==> src/rtl/fetch_prefetch_queue.sv <==
// Instruction-fetch front end: generates the fetch PC, buffers fetched {pc, instr}
// pairs in a small FIFO for decode, and handles redirects and ECALL halt.
module fetch_prefetch_queue #(
  parameter int unsigned DEPTH    = 4,
  parameter logic [31:0] RESET_PC = 32'h0000_0000,
  parameter logic [31:0] NOP      = 32'h0000_0033
) (
  input  logic        CLK,
  input  logic        RST,
  input  logic        mem_busy,
  output logic        imem_req,
  output logic [31:0] imem_addr,
  input  logic [31:0] imem_rdata,
  input  logic        redirect,
  input  logic [31:0] redirect_pc,
  input  logic        stall,
  output logic        if_valid,
  output logic [31:0] if_pc,
  output logic [31:0] if_instr,
  output logic        halted
);

  localparam int unsigned XLEN = 32;
  localparam int unsigned PW   = (DEPTH > 1) ? $clog2(DEPTH) : 1;
  localparam int unsigned CW   = PW + 1;

  typedef struct packed {
    logic [XLEN-1:0] pc;
    logic [XLEN-1:0] instr;
  } entry_t;

  typedef enum logic {
    S_RUN  = 1'b0,
    S_HALT = 1'b1
  } state_t;

  state_t          r_state;
  state_t          w_state_nxt;
  logic [XLEN-1:0] r_fpc;
  logic [PW-1:0]   r_wptr;
  logic [PW-1:0]   r_rptr;
  logic [CW-1:0]   r_count;
  entry_t          r_fifo [DEPTH];

  logic            w_full;
  logic            w_empty;
  logic            w_req;
  logic            w_gnt;
  logic            w_deq;
  logic            w_ecall;
  logic [XLEN-1:0] w_target;
  entry_t          w_head;

  assign w_full   = (r_count == CW'(DEPTH));
  assign w_empty  = (r_count == '0);
  // Redirect gates the request combinationally; stall/mem_busy never reach imem_req.
  assign w_req    = (r_state == S_RUN) & ~w_full & ~redirect;
  assign w_gnt    = w_req & ~mem_busy;
  assign w_deq    = ~w_empty & ~stall & ~redirect;
  assign w_ecall  = (imem_rdata[6:2] == 5'b11100) && (imem_rdata[14:12] == 3'b000);
  assign w_target = redirect_pc & 32'hFFFF_FFFC;
  assign w_head   = r_fifo[r_rptr];

  // FSM state register
  always_ff @(posedge CLK) begin
    if (!RST) begin
      r_state <= S_RUN;
    end else begin
      r_state <= w_state_nxt;
    end
  end

  // FSM next state: redirect always restarts fetch, even out of HALT
  always_comb begin
    w_state_nxt = r_state;
    if (redirect) begin
      w_state_nxt = S_RUN;
    end else if (w_gnt && w_ecall) begin
      w_state_nxt = S_HALT;
    end
  end

  // Outputs: head entry, or NOP/0 bubble when empty
  always_comb begin
    imem_req  = w_req;
    imem_addr = r_fpc;
    if_valid  = ~w_empty;
    if_pc     = '0;
    if_instr  = NOP;
    halted    = (r_state == S_HALT) & w_empty;
    if (!w_empty) begin
      if_pc    = w_head.pc;
      if_instr = w_head.instr;
    end
  end

  // Fetch PC, pointers and occupancy
  always_ff @(posedge CLK) begin
    if (!RST) begin
      r_fpc   <= RESET_PC;
      r_wptr  <= '0;
      r_rptr  <= '0;
      r_count <= '0;
    end else if (redirect) begin
      r_fpc   <= w_target;
      r_wptr  <= '0;
      r_rptr  <= '0;
      r_count <= '0;
    end else begin
      if (w_gnt) begin
        r_fpc  <= r_fpc + 32'd4;
        r_wptr <= r_wptr + PW'(1);
      end
      if (w_deq) begin
        r_rptr <= r_rptr + PW'(1);
      end
      case ({w_gnt, w_deq})
        2'b10:   r_count <= r_count + CW'(1);
        2'b01:   r_count <= r_count - CW'(1);
        default: r_count <= r_count;
      endcase
    end
  end

  // Entry storage needs no reset; validity lives in r_count
  always_ff @(posedge CLK) begin
    if (w_gnt) begin
      r_fifo[r_wptr] <= '{pc: r_fpc, instr: imem_rdata};
    end
  end

endmodule

==> config.mk <==
export PLATFORM = sky130hd
export DESIGN_NAME = fetch_prefetch_queue
export DESIGN_NICKNAME = d
export VERILOG_FILES = /design/src/rtl/fetch_prefetch_queue.sv
export SDC_FILE = /design/constraint.sdc
export NUM_CORES = 1
export LEC_CHECK = 0
export CORE_UTILIZATION = 53
export DETAILED_ROUTE_END_ITERATION = 8
export DONT_BUFFER_PORTS = 1
export GPL_TIMING_DRIVEN = 0
export PLACE_DENSITY = 0.74
export SLEW_MARGIN = 25
export SYNTH_ARGS = -nofsm -noshare
export SYNTH_HDL_FRONTEND = slang
export SYNTH_SLANG_ARGS = --single-unit
==> constraint.sdc <==
create_clock -name CLK -period 4.4 [get_ports CLK]
set_input_delay 0.44 -clock CLK [delete_from_list [all_inputs] [get_ports CLK]]
set_output_delay 0.44 -clock CLK [all_outputs]
set_load 0.03 [all_outputs]
==> results_dict.tcl <==
set metrics [dict create \
    outcome "finished, final reports clean" \
    globalplace.congestion 0.898 \
    fin_crit_sh 0.790 \
    wl_per_cell_um 23.9 \
    min_from "redirect_pc[18]" \
    dpl.cell_count 970 \
    hold_viol 0 \
    nets 834 \
    fmax_ghz 0.288 \
    fin_setup_tns_ps 0 \
    finalNonFillerCells 1057 \
    whs_path_depth 2 \
    preCtsSetupSlack_ps 1440 \
    min_period_ps 3480 \
    rows 53 \
    arrival_ps 3040 \
    worst_pin_slew_ps 1100 \
    start_util 0.547 \
    grt_pass1_wl_um 38000 \
    synth_seq_cells 288 \
    grtUsageTotal 0.226 \
    p_leak_uw 0.00432 \
    synth_warnings 0 \
    fillerInstances 1477 \
    rsz0062_at_grt "no" \
    p_seq_frac 0.523 \
    drc 0 \
    yosysSeqAreaShare 0.708 \
    r2r-end "r_count[2]" \
    worst_setup_path_start_kind "flip-flop" \
    layout_common_cells "248 x edfxtp_1, 62 x mux4_2, 61 x and2_1, 40 x dfxtp_1, 37 x nand2_1" \
    cts_tree "yes" \
    skew_ps 9.11 \
    fp.dieH_um 150 \
    cp.required_ps 3960 \
    grt_max_degree 46 \
    die_w_um 150 \
    clock-root-buffer "clkbuf_16" \
    die-area_um2 22600 \
    finalWorstSetupSlack_ps 922 \
    p_int_uw 4700 \
    synthesis.area_um2 11600 \
    reg2reg_from "r_count[2]" \
    max_slew_margin 0.262 \
    first_iter_violations 548 \
    drv_slew 0 \
    ys.flop_type "edfxtp_1" \
    pwr-share-comb 0.044 \
    drt_first_pass_iters 5 \
    synthCells 688 \
    sw_frac_of_total 0.212 \
    clk_path_buf_depth 3 \
    path_class "flip-flop to output pin" \
    io_buffers 0 \
    p_sw_uw 1270 \
    vias 6426 \
    ir_drop_v 0.000317 \
    drive_above_1_share 0.187 \
    clock_sinks 288 \
    r2r_setup_slack_ps 1490 \
    ys_top_cells_by_area "edfxtp_1 64%, mux4_2 12%, dfxtp_1 6.9%" \
    post_cts.repair.setup_buffers 0 \
    cts_buffers 29 \
    worstSkewPairLatency_ps 540 \
    routed_wl_um 25200 \
    dp_hpwl_um 15900 \
    crit_path_end_kind "output pin" \
    coreArea_um2 21300 \
    viasPerCell 6.08 \
    p_clk_frac 0.433 \
    h-tree-depth 1 \
    grt_pass1_vias 6636 \
    worstHoldEndpoint "imem_addr[18]" \
    drtAntennaViolNets 0 \
    grt_overflow_total 0 \
    synth_edf_count 248 \
    io_pins 168 \
    rr_worst_depth 10 \
    synth_area_leader_cell "edfxtp_1" \
    antenna_found_initial 1 \
    synth_top_cell_area_share 0.640 \
    cp_max_fo 10 \
    synthArstFlopShare 0 \
    path_clk_slew_ps 60 \
    setup-violations-final 0 \
    area_growth_syn_to_layout_pct 15.5 \
    synth_cell_types 48 \
    avgSynthCellArea_um2 16.9 \
    hold_class "primary input to flip-flop" \
    maxCapViolations 0 \
    power_density_nw_per_um2 443 \
    final_common_cell "edfxtp_1" \
    fin_total_pwr_uw 5970 \
]
power by group through the flow:
stage / combinational [uW] / clock, uW / sequential, uW
2_1_floorplan: 172 / 0 / 3160
3_3_place_gp: 211 / 0 / 3180
3_5_place_dp: 222 / 0 / 3180
4_1_cts: 259 / 2630 / 3120
5_1_grt: 280 / 2710 / 3130
6_report: 260 / 2580 / 3120
cell families (layout without fill, tap and decap cells):
| group | count (synthesis) | count (layout) | share of synthesized area |
|---|---|---|---|
| buffers and inverters | 49 | 139 | 0.0181 |
| xor gates and xnor gates | 14 | 14 | 0.0105 |
| adders and majority gates | 7 | 7 | 0.00817 |
| and+or+nand+nor | 188 | 188 | 0.0909 |
| AOI/OAI and AO/OA | 74 | 74 | 0.0389 |
| muxes | 67 | 67 | 0.125 |
| DFF | 288 | 288 | 0.708 |
| other | 1 | 5 | 0.000322 |
Yosys cell counts, types with 4 or more instances:
cell and number:
nand3_1 17, o21ai_0 18, edfxtp_1 248, o21a_1 4, nand4_1 10, and2_1 65
dfxtp_1 40, clkbuf_1 23, nor3_1 6, nor4_1 6, mux4_2 62, or3_1 5
xor2_1 11, or2_2 4, o2bb2ai_1 4, ha_1 6, nor2_1 24, inv_1 11
a31oi_1 5, nand2_1 37, and3_1 4, mux2_2 5, buf_2 9, a21oi_1 25
buf_4 4
repair_timing:
action                                 CTS  global route
hold buffers                            32             0
endpoints found under the hold margin  128             0
resized for setup                        0             0
registers in the layout, summed over array words and instances, names as in the netlist, named ones only:
| signal | count |
|---|---|
| r_fifo | 248 |
| r_state | 1 |
| imem_addr | 30 |
| r_rptr | 2 |
| r_wptr | 2 |
| r_count | 3 |
per-layer routing:
metal / part of all wire / track usage / wire length, um
met5: 0 / 0 / 0
met4: 0.023 / 0.0641 / 579
met2: 0.48 / 0.366 / 12000
met3: 0.095 / 0.0730 / 2400
met1: 0.41 / 0.294 / 10300
metrics by stage:
stage / util / hold slack, ps / instance area (um^2)
3_3_place_gp: 0.564 / 475 / 12000
4_1_cts: 0.632 / 20.8 / 13400
3_5_place_dp: 0.569 / 503 / 12100
2_1_floorplan: - / 467 / 11700
6_report: 0.632 / 37.6 / 13500
5_1_grt: 0.632 / 35.5 / 13500
worst max-delay path by stage:
| stage | startpoint | end | depth (start not counted) | slack, ps |
|---|---|---|---|---|
| final | r_count[0] | if_instr[13] | 5 | 920 |
| after detailed placement | r_count[0] | if_instr[13] | 5 | 1440 |
| after global routing | r_count[0] | if_instr[15] | 5 | 710 |
| after global placement | redirect | r_fifo[0][30] | 3 | -190 |
| after CTS | r_count[0] | if_instr[13] | 5 | 840 |
| after floorplan | redirect | r_fifo[0][0] | 3 | 1280 |
final cells by class:
type	count	area, um^2	area share
Clock inverter	21	264	0.0196
Sequential cell	288	8250	0.613
Inverter	12	45.0	0.00335
Buffer	37	165	0.0123
Multi-Input combinational cell	354	3210	0.239
Clock buffer	33	751	0.0558
Timing Repair Buffer	36	423	0.0314
Tap cell	275	344	0.0256
Antenna cell	1	2.50	0.000186
worst max-delay path: stages (launching register included):
cell      delay (ps)
dfxtp_1          350
nor3_1           770
inv_1            350
clkbuf_1         380
clkbuf_1         320
and2_1           320
(Power assumes the default switching activity.)
